## src/rtl/mem_access_ctrl.sv

```systemverilog
// mem_access_ctrl: load/store sequencer between execute stage and one data-memory port.
// Optional bus watchdog enabled by defining MEM_TIMEOUT_EN.
package mem_access_pkg;
    localparam int MEM_TYPE_LEN = 3;
    localparam logic [MEM_TYPE_LEN-1:0] MEM_B  = 3'b000;
    localparam logic [MEM_TYPE_LEN-1:0] MEM_H  = 3'b001;
    localparam logic [MEM_TYPE_LEN-1:0] MEM_W  = 3'b010;
    localparam logic [MEM_TYPE_LEN-1:0] MEM_BU = 3'b100;
    localparam logic [MEM_TYPE_LEN-1:0] MEM_HU = 3'b101;
endpackage

module mem_access_ctrl
    import mem_access_pkg::*;
#(
    parameter int XLEN           = 32,
    parameter int TIMEOUT_CYCLES = 255
) (
    input  logic                    clk,
    input  logic                    rst_n,
    input  logic                    i_req_valid,
    output logic                    o_req_ready,
    input  logic                    i_req_store,
    input  logic [MEM_TYPE_LEN-1:0] i_req_type,
    input  logic [XLEN-1:0]         i_req_addr,
    input  logic [XLEN-1:0]         i_req_wdata,
    output logic                    o_resp_valid,
    input  logic                    i_resp_ready,
    output logic [XLEN-1:0]         o_resp_rdata,
    output logic [XLEN-1:0]         o_resp_addr,
    output logic [MEM_TYPE_LEN-1:0] o_resp_type,
    output logic                    o_resp_misaligned,
    output logic                    o_resp_buserr,
    output logic                    o_mem_req,
    output logic                    o_mem_we,
    output logic [3:0]              o_mem_be,
    output logic [XLEN-1:0]         o_mem_addr,
    output logic [XLEN-1:0]         o_mem_wdata,
    input  logic                    i_mem_ack,
    input  logic [XLEN-1:0]         i_mem_rdata
);
    localparam logic [1:0] S_IDLE = 2'd0;
    localparam logic [1:0] S_BUS  = 2'd1;
    localparam logic [1:0] S_RESP = 2'd2;

    logic [1:0]              r_state;
    logic                    r_store;
    logic [MEM_TYPE_LEN-1:0] r_type;
    logic [XLEN-1:0]         r_addr;
    logic [XLEN-1:0]         r_wdata;
    logic [XLEN-1:0]         r_rdata;
    logic                    r_mis;
    logic                    w_bus;
    logic                    w_resp;
    logic                    w_mis;
    logic                    w_to;
    logic                    w_in_b;
    logic                    w_in_h;
    logic                    w_b;
    logic                    w_h;
    logic [3:0]              w_be;
    logic [XLEN-1:0]         w_wdata;

    assign w_in_b = i_req_type == MEM_B || i_req_type == MEM_BU;
    assign w_in_h = i_req_type == MEM_H || i_req_type == MEM_HU;
    assign w_b    = r_type == MEM_B || r_type == MEM_BU;
    assign w_h    = r_type == MEM_H || r_type == MEM_HU;
    // unknown type codes are handled as full words
    assign w_mis   = w_in_b ? 1'b0 : w_in_h ? i_req_addr[0] : |i_req_addr[1:0];
    assign w_be    = w_b ? 4'b0001 << r_addr[1:0] : w_h ? 4'b0011 << r_addr[1:0] : 4'b1111;
    assign w_wdata = w_b ? {4{r_wdata[7:0]}} : w_h ? {2{r_wdata[15:0]}} : r_wdata;
    assign w_bus   = r_state == S_BUS;
    assign w_resp  = r_state == S_RESP;

    always_ff @(posedge clk or negedge rst_n) begin
        if (!rst_n) begin
            r_state <= S_IDLE;
            r_store <= 1'b0;
            r_type  <= '0;
            r_addr  <= '0;
            r_wdata <= '0;
            r_rdata <= '0;
            r_mis   <= 1'b0;
        end else begin
            case (r_state)
                S_IDLE: if (i_req_valid) begin
                    r_store <= i_req_store;
                    r_type  <= i_req_type;
                    r_addr  <= i_req_addr;
                    r_wdata <= i_req_wdata;
                    r_rdata <= '0;
                    r_mis   <= w_mis;
                    r_state <= w_mis ? S_RESP : S_BUS;
                end
                S_BUS: if (i_mem_ack) begin
                    r_rdata <= r_store ? '0 : i_mem_rdata;
                    r_state <= S_RESP;
                end else if (w_to) begin
                    r_state <= S_RESP;
                end
                S_RESP: if (i_resp_ready) r_state <= S_IDLE;
                default: r_state <= S_IDLE;
            endcase
        end
    end

`ifdef MEM_TIMEOUT_EN
    localparam int CW = $clog2(TIMEOUT_CYCLES + 1);
    localparam logic [CW-1:0] LIMIT = CW'(TIMEOUT_CYCLES - 1);
    logic [CW-1:0] r_cnt;
    logic          r_buserr;
    // fires on the last permitted BUS cycle; an ack in that cycle still wins
    assign w_to = r_cnt == LIMIT;
    always_ff @(posedge clk or negedge rst_n) begin
        if (!rst_n) begin
            r_cnt    <= '0;
            r_buserr <= 1'b0;
        end else begin
            r_cnt <= (w_bus && !i_mem_ack) ? r_cnt + 1'b1 : '0;
            if (r_state == S_IDLE) r_buserr <= 1'b0;
            else if (w_bus && !i_mem_ack && w_to) r_buserr <= 1'b1;
        end
    end
    assign o_resp_buserr = w_resp & r_buserr;
`else
    assign w_to          = 1'b0;
    assign o_resp_buserr = 1'b0;
`endif

    assign o_req_ready       = r_state == S_IDLE;
    assign o_resp_valid      = w_resp;
    assign o_resp_rdata      = r_rdata;
    assign o_resp_addr       = r_addr;
    assign o_resp_type       = r_type;
    assign o_resp_misaligned = w_resp & r_mis;
    assign o_mem_req         = w_bus;
    assign o_mem_we          = w_bus & r_store;
    assign o_mem_be          = w_bus ? w_be : 4'b0000;
    assign o_mem_addr        = w_bus ? {r_addr[XLEN-1:2], 2'b00} : '0;
    assign o_mem_wdata       = w_bus ? w_wdata : '0;
endmodule

```

## config.mk

```make
export PLATFORM = sky130hd
export DESIGN_NAME = mem_access_ctrl
export DESIGN_NICKNAME = d
export VERILOG_FILES = /design/src/rtl/mem_access_ctrl.sv
export SDC_FILE = /design/constraint.sdc
export NUM_CORES = 1
export LEC_CHECK = 0
export CAP_MARGIN = 40
export CORE_AREA = 2 2 95 97
export CTS_CLUSTER_SIZE = 20
export DETAILED_ROUTE_END_ITERATION = 16
export DIE_AREA = 0 0 97 99
export DONT_BUFFER_PORTS = 1
export GPL_ROUTABILITY_DRIVEN = 0
export PLACE_DENSITY = 0.77
export SLEW_MARGIN = 40
export SYNTH_ARGS = -nofsm -noshare
export SYNTH_HDL_FRONTEND = slang
export SYNTH_SLANG_ARGS = --single-unit
export TNS_END_PERCENT = 5
```

## constraint.sdc

```tcl
create_clock -name clk -period 3.2 [get_ports clk]
set_input_delay 0.64 -clock clk [delete_from_list [all_inputs] [get_ports clk]]
set_output_delay 0.64 -clock clk [all_outputs]
set_load 0.01 [all_outputs]
```

==> results of run 1 <==
## where the power goes
group          internal (mW)  switching [mW]
clock                  0.304           0.432
sequential              1.82           0.653
combinational          0.781           0.911
total                   2.90            2.00
## metrics by stage
step | total power, mW | cells
final | 4.899 | 550
after global routing | 5.221 | 550
after CTS | 4.928 | 550
after detailed placement | 4.168 | 534
after global placement | 4.096 | 534
after floorplan | 3.801 | 457
## area by class of cell
| cell class | instances | area (sq um) |
|---|---|---|
| clock buffer | 11 | 141.4 |
| clock inverter | 4 | 32.53 |
| fill | 705 | 3372 |
| inverter | 4 | 15.01 |
| multi-input combinational | 310 | 2181 |
| sequential | 103 | 2579 |
| tap | 108 | 135.1 |
| timing repair buffer | 10 | 95.09 |
## final timing paths
kind,start,to,slack (ns),cells after the start
min in group clk,i_req_addr[0],o_resp_addr[0],0.40,2
worst min-delay path,rst_n,r_wdata[13],0.18,1
worst min register to register,r_wdata[16],r_wdata[16],0.52,1
max in group asynchronous,rst_n,r_state[1],2.53,1
worst max register to register,r_state[1],r_wdata[0],1.22,4
worst max-delay path,o_resp_type[0],o_mem_wdata[15],0.65,3
## worst max-delay path, delay by kind of cell, from the launching register on
| kind | cells | cell delay, ns |
|---|---|---|
| AOI/OAI and AO/OA | 1 | 0.26 |
| and+or+nand+nor | 2 | 0.63 |
| DFF | 1 | 0.67 |
## per-layer routing
metal  vias up  global-route usage [%]  wire length, um
li1       1517                       -                -
met1      1639                   29.73             4676
met2       157                   35.10             5313
met3        13                   6.667              850
met4         0                   5.092              140
met5         -                       0                0
## timing repair
item                                    in CTS  in global routing
endpoints found under the setup margin       0                  0
buffers inserted                             0                  0
hold endpoints to repair                   103                  0
hold buffers                                 1                  0
## cell usage in the layout (no fill, tap or decap), drive strengths merged, types with 3 or more instances in the layout
| master | synthesis | layout |
|---|---|---|
| o21ai | 46 | 46 |
| dfrtp | 103 | 103 |
| nor2 | 12 | 12 |
| o31ai | 32 | 32 |
| mux2i | 10 | 10 |
| mux2 | 73 | 73 |
| inv | 4 | 4 |
| conb | 1 | 3 |
| ha | 4 | 4 |
| buf | 22 | 10 |
| and2 | 40 | 40 |
| a21oi | 18 | 18 |
| nand2 | 62 | 62 |
| clkbuf | 18 | 11 |
## logic make-up (layout without fill, tap and decap cells)
logic type / count (synthesis) / count (layout) / share of synthesized area [%]
other: 1 / 3 / 0.07546
adders and majority gates: 4 / 4 / 1.007
AOI/OAI and AO/OA: 99 / 99 / 11.86
DFF: 103 / 103 / 51.86
and+or+nand+nor: 121 / 121 / 11.86
muxes: 83 / 83 / 18.63
buffers and inverters: 44 / 29 / 4.708
## sequential cells by signal, indices dropped and copies added (netlist names)
| signal | count |
|---|---|
| o_resp_addr | 32 |
| o_resp_rdata | 32 |
| r_wdata | 32 |
| o_resp_type | 3 |
| r_state | 2 |
| r_mis | 1 |
| r_store | 1 |
==> metrics.csv, run 1 <==
metric;value;unit
drt pass-1 iters;4;
# setup viols final;0;
total track usage;21.90;%
synthesis-stage register bit count;103;
pwr/cell area;946.1;nW/um^2
status;complete, no violations;
prevailing post-synth register cell;dfrtp_1;
TritonCTS Buffers;9;
Hold Violations, Final;0;
CTS tree;built;
synthesized instance count;455;
Final WS setup;0.6475;ns
synth unique cells;27;
cell taking the most area after synthesis;dfrtp_1;
Reg clk slew, reported paths;0.10;ns
Post-DP HPWL;7764;um
vias in the first global route;3214;
ranking of synthesized cells by area;dfrtp_1 (52%), mux2_2 (17%), and2_1 (5.0%);
worst-skew pair later-pin latency;0.35;ns
Mean Syn Cell Area;10.92;sq um
post-place setup slack;1.034;ns
root buf cell;clkbuf_8;
die width;97;um
worst hold margin;0.1778;ns
relative slew slack;48.85;%
most frequent cell after synthesis;dfrtp_1;
layout cells sized above 1;23.08;%
final net count;547;
placed cell area;4977;sq um
largest net degree at the start of global routing;104;
DIE AREA;9603;sq um
Final period util;79.76;%
crit-path max FO;23;
Hold WC Path Type;input port to asynchronous set/reset pin;
Max Clock Freq;391.8;MHz
Post-synth EDFFs;0;
routed wire length;10980;um
Ant. Diodes;0;
die height;99;um
post-route setup TNS;0;ns
Core ar.;8551;sq um
first-pass GRT wire length;16940;um
Async S/R FF share, synth;100.0;%
CP max-delay cell;dfrtp_1;
Starting Density;58.12;%
post_cts resized;0;
DR DRC count;0;
Max-cap violations;0;
synthesis-to-finish area growth;4.205;%
worst vdd ir;563.8;uV
average via count per standard cell;6.047;
Clock Skews;0.01225;ns
startpoint types;register;
Iteration-0 DRC Markers;112;
Clock Path Buffers;2;
Final Util;60.56;%
RSZ-0062 raised after global routing;false;
Netlist Area Pre-Place;4970;sq um
Vias;3326;
WL/cell;19.97;um
Design Area, Final;5179;sq um
WS Path Type;register to primary output;
YS warnings;0;
fin. max-slew vios;0;
IO Count;246;
crit path DAT;1.91;ns
top post-synthesis cells by count;dfrtp_1 (103), mux2_2 (73), nand2_1 (62), and2_1 (40), o21ai_0 (34);
Clock Sinks;103;
critical path data required time;2.56;ns
Seq/Total Area, Yosys;51.86;%
Rows;34;
P_leak;2.159;nW
H-tree lvl count;3;
Crit path largest cell delay;0.67;ns
initial antenna violation count;0;
Cell Chain, Critical Path;nor2_1 -> nand2_1 -> a21oi_1;
antenna viol nets, final;0;
# port buffers;0;
fin crit period;2.552;ns
post-synth top area share;51.86;%
Overflow after GRT;0;
Crit. End Element;primary output;
Slew @ Worst Pin;0.7673;ns
(Power assumes the default switching activity.)
==> inputs of run 2 (changes only) <==
clock period = 2.44 ns   (was 3.2 ns; I/O delays follow)
==> run 2 against run 1 <==
  * The run now ends with negative hold slack left
  * Cell area is 1.4% higher
  * Sequential cell count stayed put
  * Global-route usage is 0.95 points higher
  * Utilization is 0.85 points higher
  * Cell count is 1.3% higher
  * Worst setup slack worse by 0.46 ns
  * Power is 34% higher
  * Via count is 0.30% higher
  * Clock power is 41% higher
  * Register-to-register slack worse by 0.48 ns
  * Combinational power is 38% higher
  * Wire length is 1.2% higher
  * Largest cell class unchanged
  * Largest power group unchanged
  * Highest routed layer unchanged
==> metrics.csv, run 2 (synthesis results as in run 1) <==
metric;value;unit
status;finished, violations left;
failing checks;negative hold slack;
Reg clk slew, reported paths;0.11;ns
Max Clock Freq;444.2;MHz
CTS tree;built;
worst-skew pair later-pin latency;0.36;ns
FF+latch area;2580;sq um
worst vdd ir;568.2;uV
drt pass-1 iters;4;
antenna viol nets, final;0;
WS Path Type;register to primary output;
Fill cells;682;
root buf cell;clkbuf_8;
synthesis-to-finish area growth;5.665;%
H-tree lvl count;3;
Overflow after GRT;0;
Clock Skews;0.01194;ns
WL/cell;19.96;um
crit-path max FO;36;
die height;99;um
largest net degree at the start of global routing;104;
multi-input logic area;2181;sq um
fin. max-slew vios;0;
final net count;553;
startpoint types;register;
Hold WC Path Type;input port to asynchronous set/reset pin;
post-route setup TNS;0;ns
Hold Violations, Final;103;
Rows;34;
commonest non-fill, non-tap cell in the layout;dfrtp_1;
Clock Path Buffers;2;
worst hold margin;-0.1919;ns
fin crit period;2.251;ns
Starting Density;58.12;%
die width;97;um
# port buffers;0;
average via count per standard cell;5.989;
P_leak;2.208;nW
total track usage;22.85;%
TritonCTS Buffers;9;
Iteration-0 DRC Markers;172;
crit path DAT;1.76;ns
relative slew slack;62.46;%
Max-cap violations;0;
Ant. Diodes;0;
most frequent cells in the layout;dfrtp_1 (101), mux2_2 (73), nand2_1 (62), and2_1 (40), o21ai_0 (34);
total placed cells including tap cells;541;
Final period util;92.26;%
first-pass GRT wire length;17550;um
routed wire length;11120;um
Vias;3336;
DIE AREA;9603;sq um
Layout Cells excl Fill;557;
Final Util;61.41;%
# setup viols final;0;
DR DRC count;0;
RSZ-0062 raised after global routing;false;
IO Count;246;
pwr/cell area;1252;nW/um^2
Post-DP HPWL;7950;um
Final Power;6.572;mW
Clock Sinks;103;
Core ar.;8551;sq um
vias in the first global route;3330;
Slew @ Worst Pin;0.5630;ns
Post-CTS Repair Setup Buffers;0;
critical path data required time;1.95;ns
initial antenna violation count;0;
layout cells sized above 1;24.72;%
Crit. End Element;primary output;
==> run 2: cell count changes in the layout (fill, tap and decap cells not counted), sizes merged <==
cell,delta
inv,+5
clkinvlp,-2
clkinv,-1
clkbuf,-1
buf,+6
==> run 2: timing repair <==
action	in CTS	in global routing
hold endpoints to repair	103	103
resized for setup	0	1
endpoints found under the setup margin	0	4
==> run 2: cell type report <==
type	instances	share of cell area, %
multi-input combinational	310	41.53
sequential	103	49.13
clock buffer	10	2.621
clock inverter	6	1.096
tap	108	2.573
timing repair buffer	16	2.764
inverter	4	0.2859
==> run 2: path summary, 6_finish.rpt <==
path                             startpoint               to  slack, ns  depth (start not counted)
worst min register to register  r_wdata[19]      r_wdata[19]       0.52                          1
min in group clk                  i_mem_ack       r_state[0]       0.23                          1
worst max-delay path             r_state[0]   o_mem_addr[18]       0.19                          4
worst max register to register   r_state[0]  o_resp_rdata[1]       0.74                          4
worst min-delay path                  rst_n      r_wdata[22]      -0.19                          0
max in group asynchronous             rst_n  o_resp_addr[14]       2.49                          0
==> run 2: worst max-delay path, cell delays in order, from the launching register on <==
cell and delay, ns:
dfrtp_1 0.56, nand2b_1 0.18, inv_1 0.23, buf_12 0.21, and2_1 0.21
==> run 2: stage by stage <==
| step | instance area, sq um | worst slack (ns) | hold slack [ns] |
|---|---|---|---|
| after floorplan | 4977 | 0.7046 | 0.1924 |
| after global placement | 5055 | 0.5562 | 0.1946 |
| after detailed placement | 5055 | 0.5407 | 0.1944 |
| after CTS | 5250 | 0.1306 | -0.2169 |
| after global routing | 5251 | 0.04875 | -0.2380 |
| final | 5251 | 0.1888 | -0.1919 |
==> run 2: layer usage <==
metal / part of all wire, % / GRT usage [%] / up-vias
met5: 0 / 0 / -
met4: 1.3 / 4.984 / 0
met3: 8.4 / 7.872 / 13
met2: 50 / 37.50 / 163
met1: 40 / 29.72 / 1623
li1: - / - / 1537
==> run 2: where the power goes <==
group	leakage (nW)	total [mW]	switching [mW]	internal [mW]
registers	1.27	3.21	0.818	2.39
logic	0.835	2.33	1.23	1.10
clock network	0.102	1.04	0.612	0.427
total	2.21	6.57	2.66	3.92
==> inputs of run 3 (changes only) <==
==> constraint.sdc (replaced) <==
create_clock -name clk -period 2.44 [get_ports clk]
set_input_delay 0.366 -clock clk [delete_from_list [all_inputs] [get_ports clk]]
set_output_delay 0.366 -clock clk [all_outputs]
set_load 0.01 [all_outputs]
==> run 3 against run 2 <==
  * The run still ends with negative hold slack left
  * Sequential power is 1% higher
  * Sequential cell count stayed put
  * Register-to-register slack better by 0.08 ns
  * Highest routed layer unchanged
==> metrics.csv, run 3 (synthesis results as in run 1) <==
metric;value;unit
# port buffers;0;
drt pass-1 iters;4;
total placed cells including tap cells;539;
Design Area, Final;5248;sq um
Clock Path Buffers;2;
DR DRC count;0;
layout cells sized above 1;24.16;%
Clock Skews;0.01029;ns
worst-skew pair later-pin latency;0.35;ns
part of the power in combinational logic;34.0;%
TritonCTS Buffers;9;
Reg clk slew, reported paths;0.10;ns
crit path DAT;1.80;ns
Switching Fraction;39.13;%
cell internal pwr;3.988;mW
placed cell area;5040;sq um
Crit path largest cell delay;0.68;ns
Rows;34;
synthesis-to-finish area growth;5.589;%
pwr/cell area;1249;nW/um^2
WL/cell;19.53;um
post-place setup slack;0.6424;ns
Fill cells;684;
DIE AREA;9603;sq um
largest net degree at the start of global routing;104;
status;finished, violations left;
initial antenna violation count;0;
Post-CTS Repair Setup Buffers;0;
startpoint types;register;
Core ar.;8551;sq um
first-pass GRT wire length;17170;um
Final WS setup;0.2734;ns
vias in the first global route;3280;
Hold Violations, Final;103;
commonest non-fill, non-tap cell in the layout;dfrtp_1;
Iteration-0 DRC Markers;113;
worst hold margin;-0.3007;ns
Final Util;61.37;%
met2 Use GR;36.27;%
Switch Pwr;2.564;mW
P_leak;2.203;nW
clock group share of total power;16.5;%
Starting Density;58.12;%
relative slew slack;65.43;%
fin crit period;2.167;ns
average via count per standard cell;6.023;
# setup viols final;0;
post-route setup TNS;0;ns
most frequent cells in the layout;dfrtp_1 (102), mux2_2 (73), nand2_1 (62), and2_1 (40), o21ai_0 (34);
Max-cap violations;0;
Max Clock Freq;461.6;MHz
critical path data required time;2.07;ns
final net count;551;
Slew @ Worst Pin;0.5185;ns
Hold WC Path Type;input port to asynchronous set/reset pin;
routed wire length;10840;um
Post-DP HPWL;7786;um
Most Crowded Layer GR;met2;
failing checks;negative hold slack;
total track usage;22.23;%
Ant. Diodes;0;
IO Count;246;
Clock Sinks;103;
crit-path max FO;17;
CTS tree;built;
Final period util;88.79;%
RSZ-0062 raised after global routing;false;
Final Power;6.553;mW
post_cts resized;0;
die width;97;um
GR Layer Usage met1;29.32;%
H-tree lvl count;3;
die height;99;um
Crit. End Element;primary output;
Overflow after GRT;0;
GR met3 Demand/Resource;7.305;%
Layout Cells excl Fill;555;
worst vdd ir;576.6;uV
antenna viol nets, final;0;
Flop pwr share;49.5;%
WS Path Type;register to primary output;
root buf cell;clkbuf_8;
Cell Chain, Critical Path;buf_4 -> mux2_2 -> nand2_1 -> a21oi_1;
Vias;3343;
CP max-delay cell;dfrtp_1;
fin. max-slew vios;0;
run 3: layer usage:
| layer | vias up | part of all wire (%) |
|---|---|---|
| li1 | 1534 | - |
| met1 | 1650 | 41 |
| met2 | 155 | 50 |
| met3 | 4 | 8.0 |
| met4 | 0 | 0.55 |
| met5 | - | 0 |
run 3: power groups by stage:
stage	Clock, mW	Sequential, mW	Combinational, mW
after floorplan	0	2.99	2.00
after global placement	0	3.26	2.17
after detailed placement	0	3.28	2.24
after CTS	1.11	3.25	2.24
after global routing	1.18	3.36	2.46
final	1.08	3.25	2.23
run 3: final timing paths:
path / start / end / slack, ns / cells past startpoint
max in group asynchronous: rst_n / o_resp_addr[13] / 2.60 / 0
min reg2reg: r_wdata[17] / r_wdata[17] / 0.52 / 1
max: o_resp_type[0] / o_mem_wdata[25] / 0.27 / 4
min in group clk: i_mem_ack / r_state[0] / 0.13 / 1
min: rst_n / r_wdata[6] / -0.30 / 0
max reg2reg: r_state[0] / r_wdata[14] / 0.82 / 3
run 3: cell type report:
| type | count | area [sq um] | area share, % |
|---|---|---|---|
| Clock buffer | 11 | 151.4 | 2.885 |
| Clock inverter | 5 | 56.30 | 1.073 |
| Inverter | 4 | 15.01 | 0.2861 |
| Multi-Input combinational cell | 310 | 2181 | 41.56 |
| Sequential cell | 103 | 2579 | 49.14 |
| Tap cell | 108 | 135.1 | 2.575 |
| Timing Repair Buffer | 14 | 130.1 | 2.480 |
run 3: worst max-delay path, delay by kind of cell, from the launching register on:
family | cells | cell delay, ns
compound gates | 1 | 0.12
flops | 1 | 0.68
buf+inv | 1 | 0.26
mux | 1 | 0.34
simple gates | 1 | 0.06
